[src/rtl/gate_bist.sv]
// Exhaustive self-test sequencer for one combinational gate: sweeps every input
// vector and compares the DUT output against a reference delayed by LAT clocks.
module gate_bist #(
  parameter int unsigned WIDTH = 2,
  parameter int unsigned LAT   = 1,
  parameter int unsigned ERR_W = 8
) (
  input  logic             clk,
  input  logic             rst_n,
  input  logic             start,
  input  logic [2:0]       mode,
  input  logic             dut_y,
  output logic [WIDTH-1:0] vec_out,
  output logic             busy,
  output logic             done,
  output logic             pass,
  output logic [ERR_W-1:0] err_count,
  output logic [WIDTH-1:0] fail_vec,
  output logic             fail_valid
);
  localparam int unsigned DRAIN_W = 3;
  localparam int unsigned ENTRY_W = WIDTH + 2;

  typedef enum logic [1:0] {IDLE, RUN, DRAIN, DONE} state_e;

  state_e               state_q, state_d;
  logic [2:0]           mode_q, mode_d;
  logic [WIDTH-1:0]     vec_q, vec_d;
  logic [DRAIN_W-1:0]   drain_q, drain_d;
  logic                 busy_q, busy_d;
  logic                 done_q, done_d;
  logic                 pass_q, pass_d;
  logic [ERR_W-1:0]     err_q, err_d;
  logic [WIDTH-1:0]     fvec_q, fvec_d;
  logic                 fv_q, fv_d;

  logic                 exp_now;
  logic                 cmp_en;
  logic                 cmp_exp;
  logic [WIDTH-1:0]     cmp_vec;
  logic                 mismatch;

  function automatic logic gate_eval(input logic [2:0] m, input logic [WIDTH-1:0] v);
    case (m)
      3'd0:    return &v;
      3'd1:    return |v;
      3'd2:    return ^v;
      3'd3:    return ~&v;
      3'd4:    return ~|v;
      3'd5:    return ~^v;
      3'd6:    return v[0];
      default: return ~v[0];
    endcase
  endfunction

  assign exp_now = gate_eval(mode_q, vec_q);

  // Reference pipeline aligning {valid, expected, vector} with the DUT response.
  if (LAT > 0) begin : g_line
    logic [LAT-1:0][ENTRY_W-1:0] dl_q;
    logic [ENTRY_W-1:0]          dl_in;

    assign dl_in = {state_q == RUN, exp_now, vec_q};

    if (LAT == 1) begin : g_one
      always_ff @(posedge clk or negedge rst_n) begin
        if (!rst_n) dl_q <= '0;
        else        dl_q <= dl_in;
      end
    end else begin : g_many
      always_ff @(posedge clk or negedge rst_n) begin
        if (!rst_n) dl_q <= '0;
        else        dl_q <= {dl_q[LAT-2:0], dl_in};
      end
    end

    assign {cmp_en, cmp_exp, cmp_vec} = dl_q[LAT-1];
  end else begin : g_direct
    assign cmp_en  = (state_q == RUN);
    assign cmp_exp = exp_now;
    assign cmp_vec = vec_q;
  end

  assign mismatch = cmp_en && (dut_y != cmp_exp);

  always_comb begin
    state_d = state_q;
    mode_d  = mode_q;
    vec_d   = vec_q;
    drain_d = drain_q;
    done_d  = 1'b0;
    pass_d  = pass_q;
    err_d   = err_q;
    fvec_d  = fvec_q;
    fv_d    = fv_q;

    // Saturating error count; only the first failing vector is kept.
    if (mismatch) begin
      if (err_q != '1) err_d = err_q + ERR_W'(1);
      if (!fv_q) begin
        fv_d   = 1'b1;
        fvec_d = cmp_vec;
      end
    end

    case (state_q)
      IDLE: begin
        if (start) begin
          state_d = RUN;
          mode_d  = mode;
          vec_d   = '0;
          err_d   = '0;
          fvec_d  = '0;
          fv_d    = 1'b0;
          pass_d  = 1'b0;
        end
      end
      RUN: begin
        if (vec_q == '1) begin
          if (LAT > 0) begin
            state_d = DRAIN;
            drain_d = DRAIN_W'(LAT - 1);
          end else begin
            state_d = DONE;
            done_d  = 1'b1;
            pass_d  = (err_d == '0);
          end
        end else begin
          vec_d = vec_q + WIDTH'(1);
        end
      end
      DRAIN: begin
        if (drain_q == '0) begin
          state_d = DONE;
          done_d  = 1'b1;
          pass_d  = (err_d == '0);
        end else begin
          drain_d = drain_q - DRAIN_W'(1);
        end
      end
      default: state_d = IDLE;
    endcase

    busy_d = (state_d == RUN) || (state_d == DRAIN);
  end

  always_ff @(posedge clk or negedge rst_n) begin
    if (!rst_n) begin
      state_q <= IDLE;
      mode_q  <= '0;
      vec_q   <= '0;
      drain_q <= '0;
      busy_q  <= 1'b0;
      done_q  <= 1'b0;
      pass_q  <= 1'b0;
      err_q   <= '0;
      fvec_q  <= '0;
      fv_q    <= 1'b0;
    end else begin
      state_q <= state_d;
      mode_q  <= mode_d;
      vec_q   <= vec_d;
      drain_q <= drain_d;
      busy_q  <= busy_d;
      done_q  <= done_d;
      pass_q  <= pass_d;
      err_q   <= err_d;
      fvec_q  <= fvec_d;
      fv_q    <= fv_d;
    end
  end

  assign vec_out    = vec_q;
  assign busy       = busy_q;
  assign done       = done_q;
  assign pass       = pass_q;
  assign err_count  = err_q;
  assign fail_vec   = fvec_q;
  assign fail_valid = fv_q;

endmodule

[config.mk]
export PLATFORM = sky130hd
export DESIGN_NAME = gate_bist
export DESIGN_NICKNAME = d
export VERILOG_FILES = /design/src/rtl/gate_bist.sv
export SDC_FILE = /design/constraint.sdc
export NUM_CORES = 1
export LEC_CHECK = 0
export ABC_AREA = 1
export BUFFER_PORTS_ARGS = -buffer_cell sky130_fd_sc_hd__buf_2
export CORE_MARGIN = 10
export CORE_UTILIZATION = 45
export DETAILED_ROUTE_END_ITERATION = 8
export PLACE_DENSITY = 0.77
export SLEW_MARGIN = 10
export SYNTH_ARGS = -nofsm -noshare
export SYNTH_HDL_FRONTEND = slang
export SYNTH_SLANG_ARGS = --single-unit
[constraint.sdc]
create_clock -name clk -period 1.5 [get_ports clk]
set_clock_uncertainty 0.15 [all_clocks]
set_input_delay 0.075 -clock clk [delete_from_list [all_inputs] [get_ports clk]]
set_output_delay 0.075 -clock clk [all_outputs]
set_load 0.01 [all_outputs]
==> key figures <==
Run status
  – Status: complete, but fails checks
  – Violated checks: setup timing

GRT
  – First-pass GRT wire length: between 5000 and 6000 um
  – Vias in the first global route: 1366
  – Total grt overflow: 0
  – Antenna violations before repair: 0
  – Largest net degree at the start of global routing: 29
  – Gr usage total: a little under an eighth

Finish
  – Flip-flop and latch area: 703.2 um2
  – Fraction of layout cells with a size suffix above 1: 43.37%
  – Antenna diode count: 0
  – Fin area: 2396 um2
  – Area growth syn-to-layout: 47.65%
  – Final #Nets: 297
  – Multi-input gate area: 967.2 um2
  – Final Util: between 70% and 80%
  – Filler instances: 268

Clock tree
  – Clock-pin slew of the registers on the worst-case setup and hold paths: 140 ps
  – Worst-Skew Late Latency: 340 ps
  – CTS tree: yes
  – CTS HTree Levels: 1
  – Total CTS buffers: 3
  – Buffer levels on the longest clock path: 2
  – Clock sink count: 28
  – CTS root buffer: clkbuf_4

Pwr
  – Comb pwr share: 59.7%
  – Sw Share: 42.24%
  – Cell internal pwr: 2.570 mW
  – VDD IR-drop max: 1.065 mV
  – Flop pwr share: approximately 29%
  – Net switching power: 1.880 mW
  – Power consumption: 4.450 mW
  – Leakage: around 1.2 nW
  – Cell Pwr Density: 1857 nW/um2
  – Clock share of power: roughly 11%

Worst setup path
  – CP Launch Type: flip-flop
  – Setup crit end kind: flip-flop
  – Worst-path maximum fanout: 3
  – Worst Reg-to-Reg Cells: 9
  – Critical Path AT: 1770 ps
  – Critical path class: flip-flop to flip-flop
  – Data required time of the critical path: roughly 1600 ps

STA
  – Tmin final: 1628 ps
  – RSZ-0062 raised after global routing: yes
  – Period utilization: 108.6%
  – Pin slew with the least headroom to its limit: about 620 ps
  – Finish-stage setup viols: 11
  – Max-slew headroom: 58.34%
  – Final hold violation count: 0
  – Max Clk Rate: between 600 and 700 MHz
  – Final setup margin: -128.3 ps
  – Final Slew Violations: 0

Place
  – Port Buf Inserts: 22
  – Dpl cell area: 1998 um2
  – Final Wtd Congestion: 0.8511
  – Final HPWL DP: between 2000 and 3000 um

Logic synthesis
  – Yosys reg bits: 28
  – Share of flip-flops with an asynchronous set or reset: 100.0%
  – Top cell type's share of synthesized area: a little over two fifths
  – Post-Synthesis Net Count: around 230
  – Avg Cell Area, Syn: 7.548 um2
  – Synth Cell Area: 1623 um2
  – Most common cell in the netlist: nand2_1
  – Post-synth top area cell: dfrtp_1
  – Gate Count Post-Synth: 215
  – Post-synth EDFFs: 0
  – Yosys synthesis warning count: 0
  – Post-synth top flop: dfrtp_1
  – Library cells used by synthesis: 21
  – Top cells by area, synth: dfrtp_1 43%, nand2_1 12%, inv_1 9.3%, ha_1 7.7%, nand3_1 5.2%
  – Top cells by count, synth: 53 x nand2_1, 40 x inv_1, 28 x dfrtp_1
  – Register area share after synthesis: between 40% and 50%

Route
  – Initial DRC count: approximately 120
  – Drt pass-1 iters: 4
  – Final ANT Viol Nets: 0
  – Routed WL: 4406 um
  – # DRC: 0
  – WL per Instance: roughly 14 um
  – Via-to-Cell Ratio: approximately 4.9
  – Vias post-DR: 1595

Floorplan
  – Die height: 80.05 um
  – Core area: between 3000 and 4000 um2
  – Die ar.: 6408 um2
  – Die Width: 80.05 um
  – Initial Util: 47.51%
  – Cell row count: 21
  – I/O pins: 23

Worst hold path
  – WHS Path Cells: 4
  – Min-Delay Path Class: input pin to flip-flop

Job
  – MaxCap Viol Count: 0
-- per-layer routing --
metal,share of wire [%],up-vias,global-route usage (%)
li1,-,796,-
met1,38,747,13.32
met2,56,44,20.39
met3,4.6,8,2.450
met4,1.9,0,3.697
met5,0,-,0
-- worst max-delay path: stages (launching register included) --
cell	delay, ps
dfrtp_1	430
ha_4	170
nand3_2	100
nor2_4	170
nand3_2	110
a21oi_1	190
nand2_1	70
nor2_1	90
nand2_1	60
nand2_1	50
-- per-stage QoR --
stage	instances	setup TNS [ps]	setup slack, ps	hold slack, ps
final	325	-493.2	-128.3	55.70
after global routing	325	-1444	-231.5	83.18
after CTS	321	-212.8	-87.81	36.44
after detailed placement	309	-453.7	-113.0	-23.35
after global placement	309	-292.3	-79.34	-27.83
after floorplan	215	-117.3	-86.71	-370.6
-- area by class of cell --
type / instances / area share (%)
Clock inverter: 1 / 1.253
Timing Repair inverter: 1 / 0.2089
Timing Repair Buffer: 63 / 18.96
Multi-Input combinational cell: 143 / 40.37
Sequential cell: 28 / 29.35
Clock buffer: 3 / 0.9399
Tap cell: 46 / 2.402
Inverter: 40 / 6.527
-- cells by family (layout without fill, tap and decap cells) --
kind of cell / Yosys count / in the layout / share of synthesized area [%]
AO/OA/AOI/OAI: 29 / 29 / 9.715
adder cells (fa/ha/maj): 10 / 10 / 7.710
flip-flops: 28 / 28 / 43.18
AND/OR/NAND/NOR: 104 / 104 / 28.30
buffers and inverters: 44 / 108 / 11.10
-- placed cells by master, fill, tap and decap left out, types with 4 or more instances in the layout --
master,count
inv_1,30
buf_2,22
dlygate4sd3_1,4
nand3_2,7
a21oi_1,6
nor2_1,15
buf_4,30
nand3_1,11
ha_1,4
nor2_4,9
buf_6,7
nand2_2,9
inv_2,8
nand2_1,45
ha_4,6
o21ai_1,9
o21ai_0,4
dfrtp_1,26
-- state kept, by name, summed over array words and instances (netlist names) --
signal       count
err_count        8
g_line.dl_q      4
drain_q          3
mode_q           3
fail_vec         2
state_q          2
vec_out          2
busy             1
done             1
fail_valid       1
pass             1
-- what timing repair did --
item	CTS	global route
endpoints found under the setup margin	14	23
hold endpoints to repair	31	0
setup buffers	4	3
gates cloned	0	1
pin swaps	6	19
gates resized for setup	17	58
hold buffers	4	0
-- power by group through the flow --
stage                     clock [mW]  combinational [mW]  sequential (mW)
final                          0.500                2.66             1.29
after global routing           0.522                2.92             1.32
after CTS                      0.504                2.09             1.23
after detailed placement           0                1.92             1.23
after global placement             0                1.88             1.22
after floorplan                    0                1.11             1.28
-- worst paths after layout --
| path | from | slack [ps] | endpoint |
|---|---|---|---|
| worst min register to register | mode_q[2] | 360 | g_line.dl_q[2] |
| worst min-delay path | start | 60 | pass |
| worst max register to register | err_count[0] | -130 | pass |
| worst max-delay path | err_count[0] | -130 | pass |
| max in group asynchronous | rst_n | 640 | state_q[1] |
| min in group asynchronous | rst_n | 110 | fail_vec[0] |
(Power assumes the default switching activity.)
